### src/rtl/gnrc_ram_arbiter.sv
// Round-robin arbiter sharing one RAM port among NREQ valid/ready requesters.
// Tracks RAM read latency so each read response strobes only its issuer.
module gnrc_ram_arbiter #(
    parameter int NREQ       = 4,
    parameter int DW         = 32,
    parameter int AW         = 10,
    parameter int DELAY      = 1,
    parameter int BYTE_WRITE = 0,
    localparam int WW        = (BYTE_WRITE != 0) ? DW / 8 : 1
) (
    input  logic              clk_i,
    input  logic              rst_i,
    input  logic [NREQ-1:0]   req_valid_i,
    output logic [NREQ-1:0]   req_ready_o,
    input  logic [NREQ*WW-1:0] req_we_i,
    input  logic [NREQ*AW-1:0] req_addr_i,
    input  logic [NREQ*DW-1:0] req_wdata_i,
    output logic [NREQ-1:0]   rsp_valid_o,
    output logic [DW-1:0]     rsp_rdata_o,
    output logic              busy_o,
    output logic              ram_en_o,
    output logic [WW-1:0]     ram_we_o,
    output logic [AW-1:0]     ram_addr_o,
    output logic [DW-1:0]     ram_din_o,
    input  logic [DW-1:0]     ram_dout_i
);

    localparam int IW = (NREQ > 1) ? $clog2(NREQ) : 1;

    if (DELAY < 1) begin : g_bad_delay
        $error("gnrc_ram_arbiter: DELAY must be >= 1");
    end
    if (NREQ < 2) begin : g_bad_nreq
        $error("gnrc_ram_arbiter: NREQ must be >= 2");
    end
    if (BYTE_WRITE != 0 && (DW % 8) != 0) begin : g_bad_dw
        $error("gnrc_ram_arbiter: BYTE_WRITE requires DW to be a multiple of 8");
    end

    // Pointer arithmetic modulo NREQ, so non-power-of-2 counts wrap at NREQ-1.
    function automatic logic [IW-1:0] wrap_idx(input logic [IW-1:0] base, input int k);
        int s;
        s = int'(base) + k;
        if (s >= NREQ) s = s - NREQ;
        return IW'(s);
    endfunction

    logic [IW-1:0]   rr_ptr;
    logic [NREQ-1:0] valid_eff;
    logic            grant_found;
    logic [IW-1:0]   grant_idx;
    logic [NREQ-1:0] grant_oh;
    logic            is_rd;

    logic [DELAY-1:0] rd_pipe;
    logic [NREQ-1:0]  id_pipe [DELAY];

    assign valid_eff = rst_i ? '0 : req_valid_i;

    // NOTE: every always_comb output gets a default first, so no path leaves it unassigned (no latch).
    always_comb begin
        grant_found = 1'b0;
        grant_idx   = rr_ptr;
        grant_oh    = '0;
        for (int k = 0; k < NREQ; k++) begin
            if (!grant_found && valid_eff[wrap_idx(rr_ptr, k)]) begin
                grant_found = 1'b1;
                grant_idx   = wrap_idx(rr_ptr, k);
            end
        end
        if (grant_found) grant_oh[grant_idx] = 1'b1;
    end

    assign req_ready_o = grant_oh;
    assign ram_en_o    = |valid_eff;
    assign ram_we_o    = grant_found ? req_we_i[int'(grant_idx)*WW +: WW] : '0;
    assign ram_addr_o  = req_addr_i[int'(grant_idx)*AW +: AW];
    assign ram_din_o   = req_wdata_i[int'(grant_idx)*DW +: DW];
    assign is_rd       = grant_found && !(|ram_we_o);

    // NOTE: sequential state uses non-blocking assignments so every stage samples pre-edge values.
    always_ff @(posedge clk_i) begin
        if (rst_i) begin
            rr_ptr  <= '0;
            rd_pipe <= '0;
        end else begin
            if (grant_found) rr_ptr <= wrap_idx(grant_idx, 1);
            rd_pipe[0] <= is_rd;
            for (int i = 1; i < DELAY; i++) rd_pipe[i] <= rd_pipe[i-1];
        end
    end

    // NOTE: the id stages are qualified by rd_pipe, so only the control bits need a reset.
    always_ff @(posedge clk_i) begin
        id_pipe[0] <= grant_oh;
        for (int i = 1; i < DELAY; i++) id_pipe[i] <= id_pipe[i-1];
    end

    assign rsp_valid_o = (rd_pipe[DELAY-1] && !rst_i) ? id_pipe[DELAY-1] : '0;
    assign rsp_rdata_o = ram_dout_i;
    assign busy_o      = (|rd_pipe) && !rst_i;

endmodule

### config.mk
export PLATFORM = sky130hd
export DESIGN_NAME = gnrc_ram_arbiter
export DESIGN_NICKNAME = d
export VERILOG_FILES = /design/src/rtl/gnrc_ram_arbiter.sv
export SDC_FILE = /design/constraint.sdc
export NUM_CORES = 1
export LEC_CHECK = 0
export BUFFER_PORTS_ARGS = -buffer_cell sky130_fd_sc_hd__buf_2
export CELL_PAD_IN_SITES_DETAIL_PLACEMENT = 0
export CELL_PAD_IN_SITES_GLOBAL_PLACEMENT = 2
export CORE_MARGIN = 2
export CORE_UTILIZATION = 14
export CTS_BUF_LIST = sky130_fd_sc_hd__clkbuf_2
export CTS_CLUSTER_DIAMETER = 50
export DETAILED_ROUTE_END_ITERATION = 16
export PLACE_DENSITY_LB_ADDON = 0.1
export SETUP_SLACK_MARGIN = 0.05
export SYNTH_ARGS = -nofsm -noshare
export SYNTH_HDL_FRONTEND = slang
export SYNTH_SLANG_ARGS = --single-unit
### constraint.sdc
create_clock -name clk_i -period 3 [get_ports clk_i]
set_clock_uncertainty 0.15 [all_clocks]
set_input_delay 0.15 -clock clk_i [delete_from_list [all_inputs] [get_ports clk_i]]
set_output_delay 0.15 -clock clk_i [all_outputs]
set_load 0.01 [all_outputs]
==> results of run 1 <==
[placed cells by master (no fill, tap or decap), drive strengths merged, types with 3 or more instances in the layout]
master,n
nand2,47
buf,239
nor2b,4
inv,3
ha,4
dfxtp,7
a22oi,42
mux2i,45
a21oi,44
clkbuf,4
and2,8
[final cells by class]
cell class                 instances  area, sq um
timing repair buffer             239         1247
fill                            1802        12420
inverter                           3        13.76
clock buffer                       4        20.02
antenna                            2        5.005
tap                              216        270.3
sequential                         7        140.1
multi-input combinational        218         1712
[flip-flops by register name (all words and copies together) (netlist names)]
register  flops
id_pipe       4
rr_ptr        2
rd_pipe       1
[worst min-delay path, cell delays in order]
cell,delay [ns]
buf_2,0.09
mux2_2,0.13
o2bb2ai_1,0.05
[routing by layer]
layer  GRT usage [%]  vias to the layer above  share of wire [%]  routed length (microns)
met5               0                        -                  0                        0
met4           2.566                        0                1.1                      110
met3           2.402                       10                9.4                      902
met2           19.20                      137                 53                     5135
met1           10.13                     1186                 36                     3459
li1                -                     1381                  -                        -
[worst paths after layout]
check              startpoint            end  slack (ns)  cells past startpoint
hold reg to reg     rr_ptr[1]      rr_ptr[1]        0.43                      2
setup reg to reg    rr_ptr[0]      rr_ptr[1]        0.69                      7
hold / removal    req_we_i[2]        rd_pipe        0.08                      3
setup / recovery    rr_ptr[0]  ram_addr_o[8]        0.27                      7
[repair_timing]
item | 4_1_cts | 5_1_grt
setup endpoints to repair | 0 | 15
gates resized for setup | 0 | 3
buffers inserted | 0 | 0
[stage by stage]
step / total power, W / hold WS, ns / util [%]
final: 0.001142 / 0.07980 / 21.53
after CTS: 0.001171 / 0.05266 / 21.46
after global routing: 0.001257 / 0.07339 / 21.50
after floorplan: 0.0007856 / 0.2148 / -
after global placement: 0.001098 / 0.1501 / 21.34
after detailed placement: 0.001091 / 0.1501 / 21.34
[power by group through the flow]
stage               clock network (W)  logic, W  registers, W
floorplan                           0  0.000677      0.000108
global placement                    0  0.000986      0.000112
detailed placement                  0  0.000979      0.000112
CTS                         0.0000800  0.000981      0.000110
global route                0.0000852   0.00106      0.000112
finish                      0.0000726  0.000959      0.000110
[cell families after synthesis]
logic type / count (synthesis) / share of synthesized area, %
AND/OR/NAND/NOR: 70 / 14.30
AO/OA/AOI/OAI: 98 / 38.08
buffers and inverters: 61 / 18.74
flip-flops: 7 / 6.208
multiplexers: 46 / 20.45
adder cells (fa/ha/maj): 4 / 2.217
==> results.ini, run 1 <==
[cells_and_area]
fin_area_sq_um=3408
final_cells=689
area_delta_synth_final_pct=51.00
layout.nets=686
drive_above_1_share_pct=63.06

[timing]
post-route-min-period_ns=2.730
tightestPinTransition_ns=0.5097
finalSetupTns_ns=0
finalCritPeriodShare_pct=91.00
drv_slew=0
hold_violations=0
finalWorstSetupSlack_ns=0.2700
fmax_mhz=366.3
setup_viol=0
rsz0062_at_grt=no
relSlewSlack_pct=65.89

[global_routing]
first_global_vias=2649
grt_max_degree=45
grtUsageTotal_pct=9.727
antenna_found_initial=0
grt-ovfl-total=0
grt_pass1_wl_microns=13320

[pwr]
cellPowerDensity_nw_per_um2=335.1
comb_power_share_pct=84.0
leakagePower_nw=1.680
seqPwrFrac_pct=9.6
internal_power_w=0.0005781
clockPowerShare_pct=6.4
swShare_pct=49.39
vdd_drop_max_v=0.00008068
power.switching_w=0.0005641

[die]
ios=295
core_sq_um=15830
die_x_microns=131.0
initial_core_util_pct=14.26
die-height_microns=131.0
rows=46
die_area_sq_um=17150

[setup_path]
cp.required_ns=2.70
cp-start-kind=register
cpLargestDelayFamily=compound AO/OA/AOI/OAI gates
crit_slowest_cell=dfxtp_1
critPathCaptureType=primary output
path_buf_inv=2
crit_fanout=25
path_class=register to primary output
arrival_ns=2.43
worstPathCellList=nand2b_1 > a32oi_1 > a211oi_4 > buf_4 > mux2i_1 > a22oi_2 > buf_2
worst_path_largest_cell_delay_ns=0.50

[yosys]
syn_inst=286
ys_warn_count=0
async_reset_ff_share_pct=0
ys.flop_type=dfxtp_1
syn_area_sq_um=2257
ys_types=35
synth.most_common_cell=nand2_1
yosys.area.top_type=a22oi_2
synth-seq-area-share_pct=6.208
avgSynthCellArea_sq_um=7.892
synthTopCellsByCount=nand2_1, mux2i_1, a22oi_2
synth_seq_cells=7
synthTopCellsByArea=a22oi_2, mux2i_1, buf_4
syn-num-nets=500
synth_top_area_share_pct=21.62
synth-edff-count=0

[place]
port_buffers=230
dpl_worst_slack_ns=0.4572
post-dp-hpwl_microns=7797
dp.cells=683
placed_area_sq_um=3377
gp_congestion=0.6806

[routing]
routedWlPerCell_microns=13.94
first_pass_iters=3
detail-route-antenna-nets=0
num_vias=2714
routed_wl_microns=9607
drt_iter0_drc=54
viasPerCell=3.939
drc=0

[clocking]
cts-root-buf=clkbuf_2
htree_levels=1
cts_inserted_buffers=3
cts_tree=done
clock-sinks=7
clk_pin_slew_ns=0.08
postCtsHoldBufs=0
clk_latency_ns=0.23
clockBufferDepth=2

[status]
outcome=completed

[flow_run]
drv_cap=0

[worst_hold_path]
min_path_type=primary input to register

No activity file was read; power rests on OpenSTA's default activity.
==> inputs of run 2 (changes only) <==
==> constraint.sdc (replaced) <==
create_clock -name clk_i -period 2.9 [get_ports clk_i]
set_clock_uncertainty 0.15 [all_clocks]
set_input_delay 0.145 -clock clk_i [delete_from_list [all_inputs] [get_ports clk_i]]
set_output_delay 0.145 -clock clk_i [all_outputs]
set_load 0.01 [all_outputs]
==> run 2 against run 1 <==
Against the previous run: cell count fell by 0.29%; total power rose by 3.1%; sequential power barely moved; die area did not move; critical path depth did not move; worst hold slack improved by 0.0039 ns; register-to-register slack got worse by 0.03 ns; setup slack improved by 0.025 ns; critical path type unchanged.
==> results.ini, run 2 (synthesis results as in run 1) <==
[routing]
wl_met1_microns=3384  ; was 3459 microns
num_vias=2706  ; was 2714
drc=0  ; unchanged
viasPerCell=3.939  ; about the same
highest_layer=met4  ; unchanged
route.met3.wl_microns=782  ; was 902 microns
routed_wl_microns=9198  ; was 9607 microns
wl_met2_microns=4965  ; was 5135 microns
detail-route-antenna-nets=0  ; unchanged
routedWlPerCell_microns=13.39  ; was 13.94 microns
first_pass_iters=4  ; was 3
drt_iter0_drc=43  ; was 54

[setup_path]
crit_start=rr_ptr[0]  ; unchanged
arrival_ns=2.31  ; was 2.43 ns
r2r-start=rr_ptr[0]  ; unchanged
crit_fanout=19  ; was 25
critPathCaptureType=primary output  ; unchanged
cp.required_ns=2.61  ; was 2.70 ns
cp-start-kind=register  ; unchanged
path_class=register to primary output  ; unchanged
rrSetupSlack_ns=0.66  ; was 0.69 ns

[clocking]
clk_latency_ns=0.23  ; about the same
clk_pin_slew_ns=0.08  ; about the same
cts_tree=done  ; unchanged
clock-sinks=7  ; unchanged
clockBufferDepth=2  ; unchanged
cts-root-buf=clkbuf_2  ; unchanged
htree_levels=1  ; unchanged
cts_inserted_buffers=3  ; unchanged

[place]
port_buffers=230  ; unchanged
post-dp-hpwl_microns=7630  ; was 7797 microns
gp_congestion=0.6757  ; was 0.6806
placed_area_sq_um=3390  ; was 3377 sq um

[timing]
whs_ns=0.08371  ; was 0.07980 ns
finalCritPeriodShare_pct=89.82
relSlewSlack_pct=67.53  ; was 65.89%
setup_viol=0  ; unchanged
hold_violations=0  ; unchanged
tightestPinTransition_ns=0.4853  ; was 0.5097 ns
drv_slew=0  ; unchanged
post-route-min-period_ns=2.605
fmax_mhz=383.9
rsz0062_at_grt=no  ; unchanged
finalSetupTns_ns=0  ; unchanged

[pwr]
leakagePower_nw=1.685  ; was 1.680 nW
finalPower_w=0.001178  ; was 0.001142 W
vdd_drop_max_v=0.00008011  ; was 0.00008068 V
cellPowerDensity_nw_per_um2=345.0  ; was 335.1 nW/um^2

[die]
core_sq_um=15830  ; unchanged
die_x_microns=131.0  ; unchanged
ios=295  ; unchanged
initial_core_util_pct=14.26  ; unchanged
die-height_microns=131.0  ; unchanged
die_area_sq_um=17150  ; unchanged
rows=46  ; unchanged

[cells_and_area]
multi_input_area_sq_um=1712  ; unchanged
drive_above_1_share_pct=63.06  ; unchanged
largest_reg_flops=4  ; unchanged
final_common_cell=buf_2  ; unchanged
largest_register=id_pipe  ; unchanged
top_regs=id_pipe: 4 flops, rr_ptr: 2 flops, rd_pipe: 1 flops  ; unchanged
antenna_cells=0  ; was 2
area_delta_synth_final_pct=51.22  ; was 51.00%
regArea_sq_um=140.1  ; unchanged
fin_area_sq_um=3413  ; was 3408 sq um
layout.nets=686  ; unchanged
final_cell_mix=buf_2, nand2_1, mux2i_1  ; unchanged
fill_cells=1825  ; was 1802

[global_routing]
grtUsageTotal_pct=9.233  ; was 9.727%
grt-ovfl-total=0  ; unchanged
grt_max_degree=43  ; was 45
first_global_vias=2537  ; was 2649
grt_pass1_wl_microns=12720  ; was 13320 microns
antenna_found_initial=0  ; unchanged

[flow_run]
drv_cap=0  ; unchanged

[worst_hold_path]
min_from=req_we_i[3]  ; was req_we_i[2]
min_path_type=primary input to register  ; unchanged

[status]
outcome=completed  ; unchanged

-- run 2: cell count changes in the layout (fill, tap and decap cells not counted), sizes merged --
| cell | delta |
|---|---|
| diode | -2 |
-- run 2: where the power goes --
group	switching, W	leakage [nW]	internal, W	total [W]
sequential	0.00000733	0.0576	0.000106	0.000113
clock	0.0000352	0.0166	0.0000367	0.0000718
combinational	0.000532	1.61	0.000460	0.000992
-- run 2: layer usage --
metal | track usage [%] | vias up
met5 | 0 | -
met4 | 1.564 | 0
met3 | 1.751 | 8
met2 | 18.41 | 135
met1 | 10.13 | 1190
li1 | - | 1373
-- run 2: worst paths after layout --
check / end / depth (start not counted)
worst max-delay path: ram_we_o / 7
worst min register to register: rr_ptr[1] / 2
worst max register to register: rd_pipe / 6
worst min-delay path: rd_pipe / 3
-- run 2: critical path, stage by stage (launching register included) --
cell,delay [ns]
dfxtp_1,0.40
o21ba_1,0.21
o221a_1,0.22
or3_4,0.54
inv_2,0.18
mux2i_1,0.26
o22ai_1,0.12
buf_2,0.15
-- run 2: cell type report --
cell class / count / share of cell area [%]
clock buffers: 4 / 0.5865
inverters: 3 / 0.3299
multi-input cells: 218 / 50.15
flip-flops and latches: 7 / 4.106
well taps: 216 / 7.918
repair buffers: 239 / 36.91
-- run 2: repair_timing --
action	4_1_cts	5_1_grt
buffers inserted	0	0
hold buffers	0	0
setup endpoints to repair	0	12
resized for setup	0	1
-- run 2: per-stage QoR --
stage / setup slack (ns) / util, % / cells
after CTS: 0.1576 / 21.54 / 687
after floorplan: 0.7074 / - / 286
after global placement: 0.5114 / 21.42 / 683
after detailed placement: 0.4412 / 21.42 / 683
after global routing: 0.05003 / 21.57 / 687
final: 0.2953 / 21.57 / 687
